File: config.mk
export PLATFORM = sky130hd
export DESIGN_NAME = quad_step_decoder
export DESIGN_NICKNAME = d
export VERILOG_FILES = /design/src/rtl/quad_step_decoder.sv
export SDC_FILE = /design/constraint.sdc
export NUM_CORES = 1
export LEC_CHECK = 0
export CAP_MARGIN = 20
export CORE_MARGIN = 2
export CORE_UTILIZATION = 49
export DETAILED_ROUTE_END_ITERATION = 8
export PLACE_DENSITY = 0.8
export SLEW_MARGIN = 25
export SYNTH_ARGS = -nofsm -noshare
export SYNTH_HDL_FRONTEND = slang
export SYNTH_SLANG_ARGS = --single-unit
File: constraint.sdc
create_clock -name clk -period 1.8 [get_ports clk]
set_input_delay 0.54 -clock clk [delete_from_list [all_inputs] [get_ports clk]]
set_output_delay 0.54 -clock clk [all_outputs]
set_load 0.01 [all_outputs]
File: src/rtl/quad_step_decoder.sv
// quad_step_decoder
//   Turns 2-phase quadrature inputs (A/B) into single-cycle step pulses and a
//   direction flag for a downstream up/down counter. Illegal transitions,
//   where both phases change in one sample, produce an err pulse and are
//   counted in a saturating 8-bit counter with a sticky flag.
//   Optional build macro: QDEC_FILTER_EN adds a per-phase glitch filter between
//   the synchronizers and the decoder and lengthens the prime phase to match.
module quad_step_decoder #(
  parameter int SYNC_STAGES = 2,
  parameter int FILT_LEN    = 3
) (
  input  logic       clk,
  input  logic       rst_n,
  input  logic       a_in,
  input  logic       b_in,
  input  logic       err_clr,
  output logic       step,
  output logic       up,
  output logic       err,
  output logic       err_flag,
  output logic [7:0] err_cnt
);

  // The prime counter is sized for the longest prime phase of either build.
  localparam int PRIME_W = $clog2(SYNC_STAGES + FILT_LEN + 2);
`ifdef QDEC_FILTER_EN
  localparam int PRIME_LEN = SYNC_STAGES + FILT_LEN + 1;
`else
  localparam int PRIME_LEN = SYNC_STAGES + 1;
`endif

  logic [SYNC_STAGES-1:0] r_sync_a;
  logic [SYNC_STAGES-1:0] r_sync_b;
  logic [1:0]             w_raw;
  logic [1:0]             w_q;
  logic [1:0]             r_prev;
  logic [PRIME_W-1:0]     r_prime_cnt;
  logic                   w_prime;
  logic                   w_step;
  logic                   w_err;
  logic                   w_dir;
  logic                   w_new_err;
  logic                   r_step;
  logic                   r_up;
  logic                   r_err;
  logic                   r_err_flag;
  logic [7:0]             r_err_cnt;

  // Two-or-more flop synchronizers bring each asynchronous phase into clk.
  always_ff @(posedge clk or negedge rst_n) begin
    if (!rst_n) begin
      r_sync_a <= '0;
      r_sync_b <= '0;
    end else begin
      r_sync_a <= {r_sync_a[SYNC_STAGES-2:0], a_in};
      r_sync_b <= {r_sync_b[SYNC_STAGES-2:0], b_in};
    end
  end

  assign w_raw = {r_sync_a[SYNC_STAGES-1], r_sync_b[SYNC_STAGES-1]};

`ifdef QDEC_FILTER_EN
  logic [1:0] r_filt;
  logic [3:0] r_fcnt [2];

  // Each phase's filtered value flips only after FILT_LEN consecutive samples
  // that disagree with it; any agreeing sample restarts the count.
  always_ff @(posedge clk or negedge rst_n) begin
    if (!rst_n) begin
      r_filt <= '0;
      for (int i = 0; i < 2; i++) r_fcnt[i] <= '0;
    end else begin
      for (int i = 0; i < 2; i++) begin
        if (w_raw[i] == r_filt[i]) begin
          r_fcnt[i] <= '0;
        end else if (r_fcnt[i] + 4'd1 == 4'(FILT_LEN)) begin
          r_filt[i] <= w_raw[i];
          r_fcnt[i] <= '0;
        end else begin
          r_fcnt[i] <= r_fcnt[i] + 4'd1;
        end
      end
    end
  end

  assign w_q = r_filt;
`else
  assign w_q = w_raw;
`endif

  assign w_prime = (r_prime_cnt < PRIME_W'(PRIME_LEN));

  // Classify the transition prev -> q as an up step, down step, error or idle.
  always_comb begin
    w_step = 1'b0;
    w_err  = 1'b0;
    w_dir  = r_up;
    case ({r_prev, w_q})
      4'b0001, 4'b0111, 4'b1110, 4'b1000: begin
        w_step = 1'b1;
        w_dir  = 1'b1;
      end
      4'b0010, 4'b1011, 4'b1101, 4'b0100: begin
        w_step = 1'b1;
        w_dir  = 1'b0;
      end
      4'b0011, 4'b1100, 4'b0110, 4'b1001: w_err = 1'b1;
      default: ;
    endcase
  end

  assign w_new_err = w_err && !w_prime;

  // Track the previous state and run the post-reset prime phase, during which
  // prev follows q silently so the power-up input level never looks like an edge.
  always_ff @(posedge clk or negedge rst_n) begin
    if (!rst_n) begin
      r_prev      <= 2'b00;
      r_prime_cnt <= '0;
    end else begin
      r_prev <= w_q;
      if (w_prime) r_prime_cnt <= r_prime_cnt + 1'b1;
    end
  end

  // Registered step/err pulses; direction only moves together with a step.
  always_ff @(posedge clk or negedge rst_n) begin
    if (!rst_n) begin
      r_step <= 1'b0;
      r_err  <= 1'b0;
      r_up   <= 1'b1;
    end else begin
      r_step <= w_step && !w_prime;
      r_err  <= w_new_err;
      if (w_step && !w_prime) r_up <= w_dir;
    end
  end

  // Sticky flag and saturating count; a new error beats a same-cycle clear.
  always_ff @(posedge clk or negedge rst_n) begin
    if (!rst_n) begin
      r_err_flag <= 1'b0;
      r_err_cnt  <= 8'd0;
    end else if (w_new_err) begin
      r_err_flag <= 1'b1;
      if (err_clr)                 r_err_cnt <= 8'd1;
      else if (r_err_cnt != 8'hFF) r_err_cnt <= r_err_cnt + 8'd1;
    end else if (err_clr) begin
      r_err_flag <= 1'b0;
      r_err_cnt  <= 8'd0;
    end
  end

  assign step     = r_step;
  assign up       = r_up;
  assign err      = r_err;
  assign err_flag = r_err_flag;
  assign err_cnt  = r_err_cnt;

endmodule
==> results.toml, run 1 <==
[route]
finalWirelength_mm = 1.98
drt_pre_antenna_iters = 4
first_iter_violations = 22
vias = 786
wl_per_cell_um = 14.1
postRouteAntennaNets = 0
drc = 0
viasPerCell = 5.57

[clock_network]
cts_root_buf = "clkbuf_4"
tritoncts = "yes"
clk_latency_ns = 0.30
hold_buffers = 0
clockBufferDepth = 2
cts_buffers = 3
cts.sinks = 21
clk_pin_slew_ns = 0.11
cts_max_level = 1

[flow_run]
cap_viol_max_count = 0

[worst_setup_path]
reg2reg_depth = 4
ff2ff_setup_slack_ns = 0.08
crit_slowest_cell = "clkdlybuf4s50_1"
cpPeakStageDelay_ns = 0.53
worstPathCellList = "clkdlybuf4s50_1"
path_buf_inv = 1
cp_top_family = "buffers and inverters"
cp-start-kind = "register"
r2r-start = "r_prime_cnt[2]$_DFFE_PN0N_"
end_kind = "output port"
startpoint = "err_cnt[3]$_DFFE_PN0P_"
crit_arrival_ns = 1.21
required_ns = 1.26
crit_fanout = 2
reg2reg_to = "err_cnt[5]$_DFFE_PN0P_"
critPathKind = "register to output port"

[placement]
place_congestion = 0.760
port_buffers = 16
numPlacedInstances = 128
place_ws_ns = 0.0966
placed_area_um2 = 1130
dp_hpwl_mm = 1.32

[sta]
max_slew_margin_pct = 69.5
hold_viol = 0
worst_slew_pin_slew_ns = 0.456
period_needed_ns = 1.75
setup-violations-final = 0
fin_tns_setup_ns = 0
slew_viol_final = 0
layout_setup_ws_ns = 0.0462
holdWs_ns = 0.365
fin_crit_sh_pct = 97.4
skew_ns = 0.00374
max_freq_mhz = 570

[hold_path]
min_from = "r_sync_a[0]$_DFF_PN0_"
hold_class = "register to register"
min_path_cells = 0
hold_end = "r_sync_a[1]$_DFF_PN0_"

[final_layout]
multi_input_area_um2 = 373
fill_cells = 137
final_common_cell = "dfrtp_1"
ff_latch_area_um2 = 529
drive_gt1_share_pct = 19.8
fin_util_pct = 71.2
most-common-layout-cells = "dfrtp_1 (18), buf_4 (13), clkdlybuf4s50_1 (11), o21ai_0 (7)"
final_cells = 141
fin_area_um2 = 1240
area_growth_pct = 34.7
final_nets = 124
antenna_cells = 0

[grt]
grt_max_degree = 17
grt_pass1_vias = 757
met2_usage_pct = 34.6
grt.busiest_layer = "met2"
grt_pass1_wl_mm = 3.17
met3_usage_pct = 6.54
antenna_found_initial = 0
grt_usage_pct = 20.2
grt-ovfl-total = 0
grt.met1_usage_pct = 24.2

[logic_synthesis]
syn_area_um2 = 922
synth.top_cell.area_share_pct = 54.3
syn_nets = 92
synth_warnings = 0
synth_seq_cells = 21
syn_inst = 85
syn_area_per_cell_um2 = 10.8
yosysTopAreaCell = "dfrtp_1"
yosysSeqAreaShare_pct = 57.1
synth_area_leaders = "dfrtp_1 (54%), xnor2_1 (4.7%), a21oi_1 (3.8%), o21ai_0 (3.8%), dfstp_2 (2.8%)"
ys_types = 28

[floorplan]
dieHeight_um = 47.4
std_cell_rows = 15
core-area_um2 = 1750
initial_core_util_pct = 52.8
die_w_um = 47.4
io-pin-count = 17
dieArea_um2 = 2240

[power]
p_total_uw = 896
power_leakage_nw = 0.604
ir_drop_uv = 600
powerDensity_nw_per_um2 = 721

[status]
status = "finished clean"
## sequential cells by signal (all words and copies together) (netlist names)
| signal | count |
|---|---|
| r_prev | 2 |
| step | 1 |
| err_flag | 1 |
| r_prime_cnt | 3 |
| err | 1 |
| r_sync_a | 2 |
| err_cnt | 8 |
| r_sync_b | 2 |
| up | 1 |
## power by group
part	internal (mW)	switching, mW	leakage, nW	total, mW
combinational	0.0802	0.0721	0.330	0.152
clock	0.0829	0.142	0.0177	0.224
sequential	0.503	0.0163	0.256	0.520
## synth_stat cells
cell / number
or3_4: 1
nand3_1: 4
o31ai_1: 3
mux2i_1: 2
o21ai_0: 7
nor2b_1: 1
nand4_1: 1
nor2_1: 6
buf_4: 1
or4_1: 2
clkbuf_1: 1
a21o_1: 1
a41oi_1: 1
or3_1: 2
dfrtp_1: 20
and3_1: 2
dfstp_2: 1
xnor2_1: 5
nand2b_1: 2
a21oi_1: 7
nor3_1: 2
inv_1: 4
o2bb2ai_1: 1
a21oi_2: 1
nor4_1: 1
a211oi_1: 1
ha_1: 2
nand2_1: 3
## cell families (layout without fill, tap and decap cells)
family,count (synthesis),after routing,share of synthesized area [%]
AND/OR/NAND/NOR,27,27,15.9
AO/OA/AOI/OAI,22,22,14.5
flip-flops,21,21,57.1
buffers and inverters,6,37,2.85
XOR/XNOR,5,5,4.75
adder cells (fa/ha/maj),2,2,2.71
multiplexers,2,2,2.17
## worst max path at each step
stage                             endpoint  slack (ns)  depth (start not counted)
floorplan           err_cnt[3]$_DFFE_PN0P_        0.22                          4
global placement    err_cnt[5]$_DFFE_PN0P_        0.17                          4
detailed placement  err_cnt[5]$_DFFE_PN0P_         0.1                          4
CTS                             err_cnt[2]        0.03                          1
global route        err_cnt[5]$_DFFE_PN0P_       -0.02                          4
finish                          err_cnt[3]        0.05                          1
## cell type report
cell class                      instances  area share, %
Inverter                                4           1.21
Sequential cell                        21           42.6
Clock inverter                          1          0.403
Tap cell                               25           2.52
Timing Repair Buffer                   29           21.5
Clock buffer                            3           1.81
Multi-Input combinational cell         58           30.0
## per-layer routing
metal  wire (µm)  up-vias
met5           0        -
li1            -      370
met3         113        2
met4          18        0
met2        1010       33
met1         836      381
## what timing repair did
action / CTS / global route
buffers inserted: 8 / 1
setup endpoints to repair: 9 / 6
gates resized for setup: 2 / 6
Power figures use the tool's default switching activity.
==> run 2: changes to the inputs <==
--- a/config.mk
+++ b/config.mk
@@ -9,6 +9,7 @@
 export CORE_MARGIN = 2
 export CORE_UTILIZATION = 49
 export DETAILED_ROUTE_END_ITERATION = 8
+export MAX_ROUTING_LAYER = met4
 export PLACE_DENSITY = 0.8
 export SLEW_MARGIN = 25
 export SYNTH_ARGS = -nofsm -noshare
==> run 2 against run 1 <==
Total power down 0.33%. Sequential share of layout area is 0.086 points higher. Sequential power about the same. Combinational power is essentially flat. Final cell count did not move. Clock skew is 0.00098 ns lower. Largest power group unchanged.
==> results.toml, run 2 (synthesis gave the netlist of run 1 again) <==
[worst_setup_path]
crit_fanout = 2
reg2reg_depth = 4
cp_top_family = "buffers and inverters"
required_ns = 1.26
r2r-start = "r_sync_b[1]$_DFF_PN0_"
cpPeakStageDelay_ns = 0.53
cp-start-kind = "register"
crit_arrival_ns = 1.21
ff2ff_setup_slack_ns = 0.08
worstPathCellList = "clkdlybuf4s50_1"
critPathKind = "register to output port"
end_kind = "output port"
crit_slowest_cell = "clkdlybuf4s50_1"
reg2reg_to = "err_cnt[5]$_DFFE_PN0P_"
path_buf_inv = 1

[power]
combPwrFrac_pct = 17.1
p_sw_share_pct = 25.4
power_leakage_nw = 0.586
p_clk_share_pct = 24.7
powerDensity_nw_per_um2 = 720
p_switching_uw = 227
power_frac_seq_pct = 58.2
p_total_uw = 893
internal-power_uw = 666
ir_drop_uv = 604

[sta]
layout_setup_ws_ns = 0.0497
setup-violations-final = 0
worst_slew_pin_slew_ns = 0.444
holdWs_ns = 0.365
max_slew_margin_pct = 70.3
hold_viol = 0
max_freq_mhz = 571
period_needed_ns = 1.75
fin_tns_setup_ns = 0
fin_crit_sh_pct = 97.2
skew_ns = 0.00276
slew_viol_final = 0

[grt]
grt-ovfl-total = 0
grt_pass1_vias = 757
grt_pass1_wl_mm = 3.16
antenna_found_initial = 0
grt_usage_pct = 20.8
grt_max_degree = 17

[final_layout]
drive_gt1_share_pct = 19.8
final_cells = 141
final_common_cell = "dfrtp_1"
final_nets = 124
antenna_cells = 0
largest_register_ffs = 8
area_growth_pct = 34.5
fin_util_pct = 71.0
fin_area_um2 = 1240
fill_cells = 137
most-common-layout-cells = "dfrtp_1 (18), buf_4 (13), clkdlybuf4s50_1 (12), o21ai_0 (7)"

[placement]
place_congestion = 0.770
place_ws_ns = 0.0966
placed_area_um2 = 1130
numPlacedInstances = 128
port_buffers = 16
dp_hpwl_mm = 1.32

[clock_network]
cts_max_level = 1
tritoncts = "yes"
hold_buffers = 0
clockBufferDepth = 2
clk_pin_slew_ns = 0.11
cts_buffers = 3
clk_latency_ns = 0.30
cts.sinks = 21
cts_root_buf = "clkbuf_4"

[status]
status = "finished clean"

[route]
drc = 0
drt_pre_antenna_iters = 4
postRouteAntennaNets = 0
finalWirelength_mm = 1.94
viasPerCell = 5.57
vias = 786
wl_per_cell_um = 13.8
first_iter_violations = 19

[hold_path]
hold_end = "r_sync_a[1]$_DFF_PN0_"
hold_class = "register to register"
min_from = "r_sync_a[0]$_DFF_PN0_"
min_path_cells = 0

[floorplan]
dieArea_um2 = 2240
initial_core_util_pct = 52.8
io-pin-count = 17
core-area_um2 = 1750
dieHeight_um = 47.4
std_cell_rows = 15
die_w_um = 47.4

[flow_run]
cap_viol_max_count = 0
run 2: per-layer routing:
metal	GRT usage, %	share of wire, %
met3	6.54	5.8
met5	-	0
met1	24.2	41
met4	5.56	1.5
met2	34.3	52
run 2: how the worst max path moves through the flow:
stage,slack [ns],start,cells after the start,endpoint
3_3_place_gp,0.17,r_prime_cnt[0]$_DFFE_PN0N_,4,err_cnt[5]$_DFFE_PN0P_
2_1_floorplan,0.22,r_prime_cnt[0]$_DFFE_PN0N_,4,err_cnt[3]$_DFFE_PN0P_
5_1_grt,-0.02,r_sync_b[1]$_DFF_PN0_,4,err_cnt[5]$_DFFE_PN0P_
4_1_cts,0.03,err_cnt[2]$_DFFE_PN0P_,1,err_cnt[2]
3_5_place_dp,0.1,r_prime_cnt[0]$_DFFE_PN0N_,4,err_cnt[5]$_DFFE_PN0P_
6_report,0.05,err_cnt[3]$_DFFE_PN0P_,1,err_cnt[3]
run 2: cell type report:
| type | count | area [µm²] | area share [%] |
|---|---|---|---|
| timing repair buffer | 29 | 264 | 21.3 |
| clock buffer | 3 | 22.5 | 1.82 |
| inverter | 4 | 15.0 | 1.21 |
| sequential | 21 | 529 | 42.7 |
| tap | 25 | 31.3 | 2.52 |
| multi-input combinational | 58 | 373 | 30.1 |
| clock inverter | 1 | 5.00 | 0.404 |
run 2: timing repair:
| action | CTS | global route |
|---|---|---|
| buffers inserted | 8 | 1 |
| resized for setup | 2 | 5 |
| setup endpoints to repair | 9 | 5 |
| endpoints found under the hold margin | 0 | 0 |
run 2: power groups by stage:
stage                     registers, mW  clock network (mW)  logic, mW
final                             0.520               0.221      0.153
after floorplan                   0.542                   0     0.0546
after detailed placement          0.535                   0      0.141
after CTS                         0.520               0.232      0.153
after global placement            0.532                   0      0.138
after global routing              0.523               0.252      0.169
==> run 3: changes to the inputs <==
--- a/config.mk
+++ b/config.mk
@@ -7,10 +7,10 @@
 export LEC_CHECK = 0
 export CAP_MARGIN = 20
 export CORE_MARGIN = 2
-export CORE_UTILIZATION = 49
+export CORE_UTILIZATION = 45
 export DETAILED_ROUTE_END_ITERATION = 8
 export MAX_ROUTING_LAYER = met4
-export PLACE_DENSITY = 0.8
+export PLACE_DENSITY = 0.77
 export SLEW_MARGIN = 25
 export SYNTH_ARGS = -nofsm -noshare
 export SYNTH_HDL_FRONTEND = slang
==> constraint.sdc (replaced) <==
create_clock -name clk -period 1.6 [get_ports clk]
set_input_delay 0.48 -clock clk [delete_from_list [all_inputs] [get_ports clk]]
set_output_delay 0.48 -clock clk [all_outputs]
set_load 0.01 [all_outputs]
==> run 3 against run 2 <==
The flow now finishes with violations (setup timing). Utilization fell by 2.9 points. Count of clock-buffer cells in the layout did not move. Via count rose by 5.6%. Largest power group unchanged.
==> results.toml, run 3 (synthesis gave the netlist of run 1 again) <==
[status]
status = "finished, violations left"
failed_checks = "setup timing"

[power]
ir_drop_uv = 639
powerDensity_nw_per_um2 = 769
combPwrFrac_pct = 17.3
p_sw_share_pct = 26.5
p_clk_share_pct = 25.6
power_frac_seq_pct = 57.1
power_leakage_nw = 0.630
internal-power_uw = 747
p_switching_uw = 269

[worst_setup_path]
end_kind = "register"
reg2reg_depth = 4
required_ns = 1.84
reg2reg_to = "err_cnt[3]$_DFFE_PN0P_"
crit_arrival_ns = 1.91
ff2ff_setup_slack_ns = -0.07
r2r-start = "r_prev[1]$_DFF_PN0_"
critPathKind = "register to register"
cp-start-kind = "register"
crit_fanout = 6

[sta]
slew_viol_final = 0
max_freq_mhz = 599
layout_setup_ws_ns = -0.0691
worst_slew_pin_slew_ns = 0.312
fin_crit_sh_pct = 104
max_slew_margin_pct = 79.0
fin_tns_setup_ns = -0.203
rsz0062_at_grt = "true"
period_needed_ns = 1.67
hold_viol = 0
skew_ns = 0.00940
holdWs_ns = 0.365
setup-violations-final = 4

[route]
postRouteAntennaNets = 0
finalWirelength_mm = 2.15
drt_pre_antenna_iters = 4
drc = 0
wl_per_cell_um = 14.0
first_iter_violations = 26
viasPerCell = 5.39
vias = 830

[floorplan]
die_w_um = 49.3
dieArea_um2 = 2430
io-pin-count = 17
dieHeight_um = 49.3
core-area_um2 = 1940
initial_core_util_pct = 47.5
std_cell_rows = 16

[grt]
antenna_found_initial = 0
grt-ovfl-total = 0
grt_pass1_vias = 834
grt_usage_pct = 21.2
grt_max_degree = 22
grt_pass1_wl_mm = 3.82

[final_layout]
largest_register_ffs = 8
fill_cells = 158
final_common_cell = "buf_4"
drive_gt1_share_pct = 30.7
final_nets = 135
most-common-layout-cells = "buf_4 (24), dfrtp_1 (20), dlygate4sd2_1 (11), o21ai_0 (6)"
final_cells = 154
antenna_cells = 0
area_growth_pct = 43.4

[clock_network]
cts_root_buf = "clkbuf_4"
tritoncts = "yes"
cts.sinks = 21
clockBufferDepth = 2
cts_buffers = 3
clk_pin_slew_ns = 0.11
clk_latency_ns = 0.31
cts_max_level = 1

[hold_path]
min_from = "r_sync_b[0]$_DFF_PN0_"
hold_class = "register to register"
min_path_cells = 0
hold_end = "r_sync_b[1]$_DFF_PN0_"

[placement]
port_buffers = 16
dp_hpwl_mm = 1.45
place_ws_ns = -0.0745
numPlacedInstances = 144
place_congestion = 0.839

[flow_run]
cap_viol_max_count = 0
[run 3: cell count changes in the layout (fill, tap and decap cells not counted), moves of 2 or more]
cell             before  now
dfrtp_1              18   20
clkdlybuf4s50_1      12    4
dlygate4sd2_1         1   11
dlymetal6s2s_1        3    0
buf_4                13   24
or4_4                 0    2
or4_1                 2    0
dfrtp_2               2    0
[run 3: through the flow]
step / power [mW] / util, % / area (µm²)
after floorplan: 0.671 / - / 922
after global placement: 0.764 / 63.9 / 1240
after detailed placement: 0.770 / 63.9 / 1240
after CTS: 1.02 / 66.9 / 1300
after global routing: 1.07 / 68.1 / 1320
final: 1.02 / 68.1 / 1320
[run 3: critical path: stages (launching register included)]
cell and delay (ns):
dfrtp_1 0.41, xnor2_1 0.13, or3_4 0.40, or4_4 0.55, a21oi_2 0.12
[run 3: final cells by class]
class	instances	area, µm²	area share [%]
well taps	27	33.8	2.55
inverters	4	15.0	1.14
clock inverters	1	5.00	0.378
clock buffers	3	22.5	1.70
multi-input cells	58	398	30.1
repair buffers	40	322	24.3
flip-flops and latches	21	527	39.8
[run 3: per-layer routing]
layer	GRT usage, %	vias up	wire length (µm)
li1	-	387	-
met1	26.1	407	905
met2	33.8	30	1110
met3	3.68	6	94
met4	10.5	0	42
met5	-	-	0
[run 3: worst max-delay path by stage]
stage	start	endpoint	slack [ns]	cells after the start
detailed placement	r_sync_b[1]$_DFF_PN0_	err_cnt[5]$_DFFE_PN0P_	-0.07	4
global route	r_prev[1]$_DFF_PN0_	err_cnt[3]$_DFFE_PN0P_	-0.15	4
CTS	r_prev[1]$_DFF_PN0_	err_cnt[5]$_DFFE_PN0P_	-0.07	4
finish	r_prev[1]$_DFF_PN0_	err_cnt[3]$_DFFE_PN0P_	-0.07	4
global placement	r_sync_b[1]$_DFF_PN0_	err_cnt[5]$_DFFE_PN0P_	0.006	4
floorplan	r_prime_cnt[0]$_DFFE_PN0N_	err_cnt[3]$_DFFE_PN0P_	0.02	4
[run 3: power groups by stage]
stage	clock [mW]	combinational [mW]	sequential, mW
after floorplan	0	0.0614	0.609
after global placement	0	0.168	0.596
after detailed placement	0	0.173	0.598
after CTS	0.267	0.174	0.581
after global routing	0.284	0.194	0.587
final	0.260	0.176	0.581
[run 3: what timing repair did]
action | 4_1_cts | 5_1_grt
setup buffers | 5 | 1
endpoints found under the setup margin | 15 | 9
pin swaps | 4 | 0
hold buffers | 0 | 0
gates resized for setup | 15 | 7
